[config.mk]
export PLATFORM = sky130hd
export DESIGN_NAME = picture_loader_flat
export DESIGN_NICKNAME = d
export VERILOG_FILES = /design/src/rtl/picture_loader_if.sv /design/src/rtl/picture_loader.sv /design/src/flat_wrapper.sv
export SDC_FILE = /design/constraint.sdc
export NUM_CORES = 1
export LEC_CHECK = 0
export BUFFER_PORTS_ARGS = -buffer_cell sky130_fd_sc_hd__buf_2
export CORE_UTILIZATION = 35
export DETAILED_ROUTE_END_ITERATION = 7
export RECOVER_POWER = 100
export REMOVE_ABC_BUFFERS = 1
export SYNTH_ARGS = -nofsm -noshare
export SYNTH_HDL_FRONTEND = slang
export SYNTH_SLANG_ARGS = --single-unit
export TNS_END_PERCENT = 20
[constraint.sdc]
create_clock -name clk_ram -period 2.6 [get_ports clk_ram]
set_input_delay 0.26 -clock clk_ram [delete_from_list [all_inputs] [get_ports clk_ram]]
set_output_delay 0.26 -clock clk_ram [all_outputs]
set_load 0.005 [all_outputs]
[src/rtl/picture_loader_if.sv]
// Download byte stream, RAM write port and status of the picture loader.
// The host/bench side is master; the loader is slave.
interface picture_loader_if #(
    parameter int ADDR_W = 13
);
    logic              dl_active;
    logic [7:0]        dl_data;
    logic              dl_wr;
    logic              clr_req;
    logic [ADDR_W-1:0] ram_addr;
    logic [15:0]       ram_din;
    logic              ram_we;
    logic              busy;
    logic              done;
    logic              overflow;
    logic [ADDR_W:0]   word_cnt;

    modport master (
        output dl_active, dl_data, dl_wr, clr_req,
        input  ram_addr, ram_din, ram_we, busy, done, overflow, word_cnt
    );

    modport slave (
        input  dl_active, dl_data, dl_wr, clr_req,
        output ram_addr, ram_din, ram_we, busy, done, overflow, word_cnt
    );
endinterface

[src/rtl/picture_loader.sv]
// Fills the 8K x 16 picture RAM from a host byte download (byte pairs packed
// low byte first) or clears it to FILL_WORD. Drives only the RAM write port.
module picture_loader #(
    parameter int          ADDR_W    = 13,
    parameter int          WORDS     = 8192,
    parameter logic [15:0] FILL_WORD = 16'h0000
) (
    input  logic             clk_ram,
    input  logic             reset_n,
    picture_loader_if.slave  bus
);
    typedef enum logic [2:0] {
        ST_IDLE  = 3'd0,
        ST_LOAD  = 3'd1,
        ST_FLUSH = 3'd2,
        ST_CLEAR = 3'd3,
        ST_DONE  = 3'd4
    } state_t;

    localparam logic [ADDR_W:0]   WORDS_C     = (ADDR_W+1)'(WORDS);
    localparam logic [ADDR_W-1:0] LAST_ADDR_C = ADDR_W'(WORDS - 1);

    state_t            state_r;
    logic              dl_q_r;
    logic              phase_r;
    logic [7:0]        low_r;
    logic [ADDR_W-1:0] addr_r;
    logic [15:0]       din_r;
    logic              we_r;
    logic              busy_r;
    logic              done_r;
    logic              ovf_r;
    logic [ADDR_W:0]   cnt_r;

    logic dl_rise_s;
    logic dl_fall_s;
    logic room_s;

    assign dl_rise_s = bus.dl_active & ~dl_q_r;
    assign dl_fall_s = ~bus.dl_active & dl_q_r;
    assign room_s    = (cnt_r < WORDS_C);

    assign bus.ram_addr = addr_r;
    assign bus.ram_din  = din_r;
    assign bus.ram_we   = we_r;
    assign bus.busy     = busy_r;
    assign bus.done     = done_r;
    assign bus.overflow = ovf_r;
    assign bus.word_cnt = cnt_r;

    // Loader state machine; every output is a register written here.
    always_ff @(posedge clk_ram or negedge reset_n) begin
        if (!reset_n) begin
            state_r <= ST_IDLE;
            dl_q_r  <= 1'b0;
            phase_r <= 1'b0;
            low_r   <= 8'h00;
            addr_r  <= '0;
            din_r   <= 16'h0000;
            we_r    <= 1'b0;
            busy_r  <= 1'b0;
            done_r  <= 1'b0;
            ovf_r   <= 1'b0;
            cnt_r   <= '0;
        end else begin
            dl_q_r <= bus.dl_active;
            we_r   <= 1'b0;
            case (state_r)
                ST_IDLE: begin
                    if (dl_rise_s) begin
                        state_r <= ST_LOAD;
                        addr_r  <= '0;
                        cnt_r   <= '0;
                        phase_r <= 1'b0;
                        done_r  <= 1'b0;
                        ovf_r   <= 1'b0;
                        busy_r  <= 1'b1;
                    end else if (bus.clr_req) begin
                        // First fill write goes out in the first CLEAR cycle.
                        state_r <= ST_CLEAR;
                        addr_r  <= '0;
                        din_r   <= FILL_WORD;
                        we_r    <= 1'b1;
                        done_r  <= 1'b0;
                        busy_r  <= 1'b1;
                    end else begin
                        busy_r <= 1'b0;
                    end
                end
                ST_LOAD: begin
                    if (dl_fall_s) begin
                        if (phase_r && room_s) begin
                            state_r <= ST_FLUSH;
                            we_r    <= 1'b1;
                            din_r   <= {8'h00, low_r};
                            addr_r  <= cnt_r[ADDR_W-1:0];
                            cnt_r   <= cnt_r + 1'b1;
                        end else begin
                            if (phase_r) begin
                                ovf_r <= 1'b1;
                            end else begin
                                ovf_r <= ovf_r;
                            end
                            state_r <= ST_DONE;
                            done_r  <= 1'b1;
                            busy_r  <= 1'b0;
                        end
                    end else if (bus.dl_wr && bus.dl_active) begin
                        if (!phase_r) begin
                            low_r   <= bus.dl_data;
                            phase_r <= 1'b1;
                        end else begin
                            phase_r <= 1'b0;
                            if (room_s) begin
                                we_r   <= 1'b1;
                                din_r  <= {bus.dl_data, low_r};
                                addr_r <= cnt_r[ADDR_W-1:0];
                                cnt_r  <= cnt_r + 1'b1;
                            end else begin
                                ovf_r <= 1'b1;
                            end
                        end
                    end else begin
                        phase_r <= phase_r;
                    end
                end
                ST_FLUSH: begin
                    state_r <= ST_DONE;
                    done_r  <= 1'b1;
                    busy_r  <= 1'b0;
                end
                ST_CLEAR: begin
                    if (dl_rise_s) begin
                        // Download preempts the clear; the clear never completes.
                        state_r <= ST_LOAD;
                        addr_r  <= '0;
                        cnt_r   <= '0;
                        phase_r <= 1'b0;
                        done_r  <= 1'b0;
                        ovf_r   <= 1'b0;
                    end else if (addr_r == LAST_ADDR_C) begin
                        state_r <= ST_DONE;
                        done_r  <= 1'b1;
                        busy_r  <= 1'b0;
                    end else begin
                        we_r   <= 1'b1;
                        addr_r <= addr_r + 1'b1;
                    end
                end
                ST_DONE: begin
                    state_r <= ST_IDLE;
                end
                default: begin
                    state_r <= ST_IDLE;
                    busy_r  <= 1'b0;
                end
            endcase
        end
    end
endmodule

[src/flat_wrapper.sv]
// flat-port wrapper written by rule: the top's interface ports become plain ports
module picture_loader_flat 
#(
    parameter int          ADDR_W    = 13,
    parameter int          WORDS     = 8192,
    parameter logic [15:0] FILL_WORD = 16'h0000
)
  (clk_ram, reset_n, bus_dl_active, bus_dl_data, bus_dl_wr, bus_clr_req, bus_ram_addr, bus_ram_din, bus_ram_we, bus_busy, bus_done, bus_overflow, bus_word_cnt);
  picture_loader_if #(.ADDR_W(ADDR_W)) bus_i ();
  input  logic clk_ram;
  input  logic reset_n;
  input wire logic [$bits(bus_i.dl_active)-1:0] bus_dl_active;
  input wire logic [$bits(bus_i.dl_data)-1:0] bus_dl_data;
  input wire logic [$bits(bus_i.dl_wr)-1:0] bus_dl_wr;
  input wire logic [$bits(bus_i.clr_req)-1:0] bus_clr_req;
  output wire logic [$bits(bus_i.ram_addr)-1:0] bus_ram_addr;
  output wire logic [$bits(bus_i.ram_din)-1:0] bus_ram_din;
  output wire logic [$bits(bus_i.ram_we)-1:0] bus_ram_we;
  output wire logic [$bits(bus_i.busy)-1:0] bus_busy;
  output wire logic [$bits(bus_i.done)-1:0] bus_done;
  output wire logic [$bits(bus_i.overflow)-1:0] bus_overflow;
  output wire logic [$bits(bus_i.word_cnt)-1:0] bus_word_cnt;
  assign bus_i.dl_active = bus_dl_active;
  assign bus_i.dl_data = bus_dl_data;
  assign bus_i.dl_wr = bus_dl_wr;
  assign bus_i.clr_req = bus_clr_req;
  assign bus_ram_addr = bus_i.ram_addr;
  assign bus_ram_din = bus_i.ram_din;
  assign bus_ram_we = bus_i.ram_we;
  assign bus_busy = bus_i.busy;
  assign bus_done = bus_i.done;
  assign bus_overflow = bus_i.overflow;
  assign bus_word_cnt = bus_i.word_cnt;
  picture_loader #(.ADDR_W(ADDR_W), .WORDS(WORDS), .FILL_WORD(FILL_WORD)) u_core (.clk_ram(clk_ram), .reset_n(reset_n), .bus(bus_i));
endmodule
==> flow_summary.ini <==
[sta]
slew_headroom = -0.0576
fmax_mhz = 445
hold_viol_final = 0
worst_pin_slew_ps = 1590
rsz0062_at_grt = no
skew_ps = 11.9
fin_crit_ps = 2250
tns_ps = 0
fin_crit_sh = 0.864
setup_slack_ps = 355
setup_viol = 0
slew_violations = 28

[drt]
antenna_left = 0
drc_errors = 0
vias = 2749
drt_iter0_drc = 146
post_drt_via_cell_ratio = 5.38
dr.pass1.iters = 5
routed_wl_mm = 7.79
wl_per_cell_um = 15.2

[finish]
drive_gt1_frac = 0.228
n_antenna_cell = 0
area_growth_pct = 19.9
regArea_um2 = 1500
final_area_um2 = 3790
nets = 413
final_cell_mix = dfrtp_1 (60), buf_2 (42), o21ai_0 (34), nand3_1 (28), nand2_1 (24)
n_fill_cell = 881
multi_input_area_um2 = 1490
layout.cells.non_filler = 511
final_common_cell = dfrtp_1

[clocking]
cts_max_path_buffers = 2
clkTransAtPathRegs_ps = 80
cts_root_buf = clkbuf_8
cts-htree-levels = 3
clk_latency_ps = 350
cts_buffers = 9
post_cts.repair.setup_buffers = 0
cts_tree = yes
cts_sinks = 60

[pwr]
power_density_nw_per_um2 = 958
pwr-share-clk = 0.263
p_sw_uw = 1370
p_seq_frac = 0.395
power_uw = 3640
switching_share = 0.377
ir_drop_mv = 0.428
p_comb_frac = 0.342
leakagePower_uw = 0.00169
internal-power_uw = 2270

[run_status]
violations = capacitance limit, slew limit
outcome = finished with violations

[grt]
grt_pass1_vias = 2665
gr-total-overflow = 0
grt_usage = 0.177
antenna_found_initial = 0
grt_max_degree = 34
grt_pass1_wl_mm = 13.2

[setup_path]
cp_data_arrival_time_ps = 2480
crit_path_start_kind = flop
critical_path_class = flop to flop
critPathMaxFanout = 16
worst_setup_path_end_kind = flop
crit_buf_inv = 2
r2r_start = u_core.state_r[2]
cp.required_ps = 2830
path_cells = clkbuf_1 > nor3b_1 > clkbuf_2 > and3_1 > a221o_1
crit_slowest_cell = dfrtp_1
critical_path.startpoint = u_core.state_r[2]
crit_family = buffers and inverters
slowest_delay_ps = 530

[logic_synthesis]
postSynthAreaPerCell_um2 = 9.50
ys_types = 54
seq_area_frac_synth = 0.475
ys_async_sr_fraction = 1.00
synth_edf_count = 0
synth_flop_cell = dfrtp_1
synthTopCellsByArea = dfrtp_1 (47%), o21ai_0 (5.4%), mux2_2 (4.6%)
synthesis.area_um2 = 3160
synth.top_cell.area_share = 0.475
synth_cells = 333
synth_seq_cells = 60
synth_top_area_cell = dfrtp_1
yosys_warnings = 0

[die]
core_area_um2 = 8720
ios = 60
dieArea_um2 = 9420
fp-row-count = 34
dieHeight_um = 97.1
initial_core_util = 0.363
die_w_um = 97.1

[placement]
dp_hpwl_mm = 5.60
io_buffers = 59
post-place-ws_ps = 454
finalWeightedCongestion = 0.827
dp_cells = 494
placed_area_um2 = 3610

[run]
cap_violations = 1

[hold_path]
min_path_type = primary input to flop
hold_path.startpoint = bus_dl_active
cell usage after synthesis, types with 2 or more instances:
library cell,instances
nor2b_1,5
nand4_1,6
a21oi_1,21
a221o_1,3
or3b_1,2
nand3_1,28
a31oi_1,4
nor3_2,2
buf_2,3
clkbuf_1,7
or3_1,4
nor3b_1,2
nor2_1,16
and2b_1,3
nor4_1,6
or2_2,2
nand2_1,24
nor3_1,7
nand2b_1,5
and4_1,3
a21oi_2,4
ha_1,2
xor2_1,5
dfrtp_1,60
a21o_1,2
o21ai_0,34
o31ai_1,2
and3_1,3
a22o_1,2
nor4b_1,2
xnor2_1,6
mux2_2,13
inv_1,21
buf_4,4
registers in the layout, indices dropped and copies added (netlist names), 3 cells and up:
name	cells
u_core.low_r	8
u_core.bus.ram_addr	13
u_core.bus.ram_din	16
u_core.bus.word_cnt	14
u_core.state_r	3
what timing repair did:
| action | 4_1_cts | 5_1_grt |
|---|---|---|
| endpoints found under the hold margin | 27 | 0 |
| gates resized for setup | 0 | 0 |
| hold buffers | 1 | 0 |
worst reg2reg max path: cells and delay by family, from the launching register on:
kind	cells	cell delay, ps
compound gates	1	300
buf+inv	2	830
flops	1	530
simple gates	2	480
worst paths after layout:
path	to	slack [ps]	depth (start not counted)
min reg2reg	u_core.low_r[6]	510	1
min in group asynchronous	u_core.bus.ram_addr[8]	840	2
max in group asynchronous	u_core.bus.ram_din[3]	820	2
max reg2reg	u_core.bus.ram_addr[10]	350	5
max	u_core.bus.ram_addr[10]	350	5
min	u_core.dl_q_r	140	1
cell families after synthesis:
| family | share of synthesized area |
|---|---|
| multiplexers | 0.0542 |
| flip-flops | 0.475 |
| XOR/XNOR | 0.0305 |
| AND/OR/NAND/NOR | 0.215 |
| buffers and inverters | 0.0526 |
| adder cells (fa/ha/maj) | 0.00791 |
| AO/OA/AOI/OAI | 0.165 |
layout make-up:
type                    count  share of cell area
clock inverters             7              0.0261
well taps                 108              0.0356
clock buffers               9              0.0327
inverters                  21              0.0208
repair buffers             70              0.0953
flip-flops and latches     60               0.396
multi-input cells         236               0.394
metrics by stage:
| step | util | hold slack [ps] |
|---|---|---|
| 5_1_grt | 0.435 | 122 |
| 4_1_cts | 0.440 | 87.8 |
| 2_1_floorplan | - | -35.6 |
| 3_5_place_dp | 0.413 | 332 |
| 3_3_place_gp | 0.413 | 331 |
| 6_report | 0.435 | 137 |
power by group through the flow:
stage          Combinational [uW]  Sequential (uW)  Clock (uW)
2_1_floorplan                 745             1430           0
4_1_cts                      1300             1430         981
3_5_place_dp                 1300             1440           0
3_3_place_gp                 1270             1440           0
5_1_grt                      1410             1480        1020
6_report                     1240             1440         955
layer usage:
metal | track usage | part of all wire | routed length, um | vias up
met5 | 0 | 0 | 0 | -
met4 | 0.0769 | 0.014 | 111 | 0
met3 | 0.0424 | 0.061 | 474 | 11
met2 | 0.272 | 0.46 | 3600 | 91
met1 | 0.238 | 0.46 | 3600 | 1322
li1 | - | - | - | 1325
(Power assumes the default switching activity.)
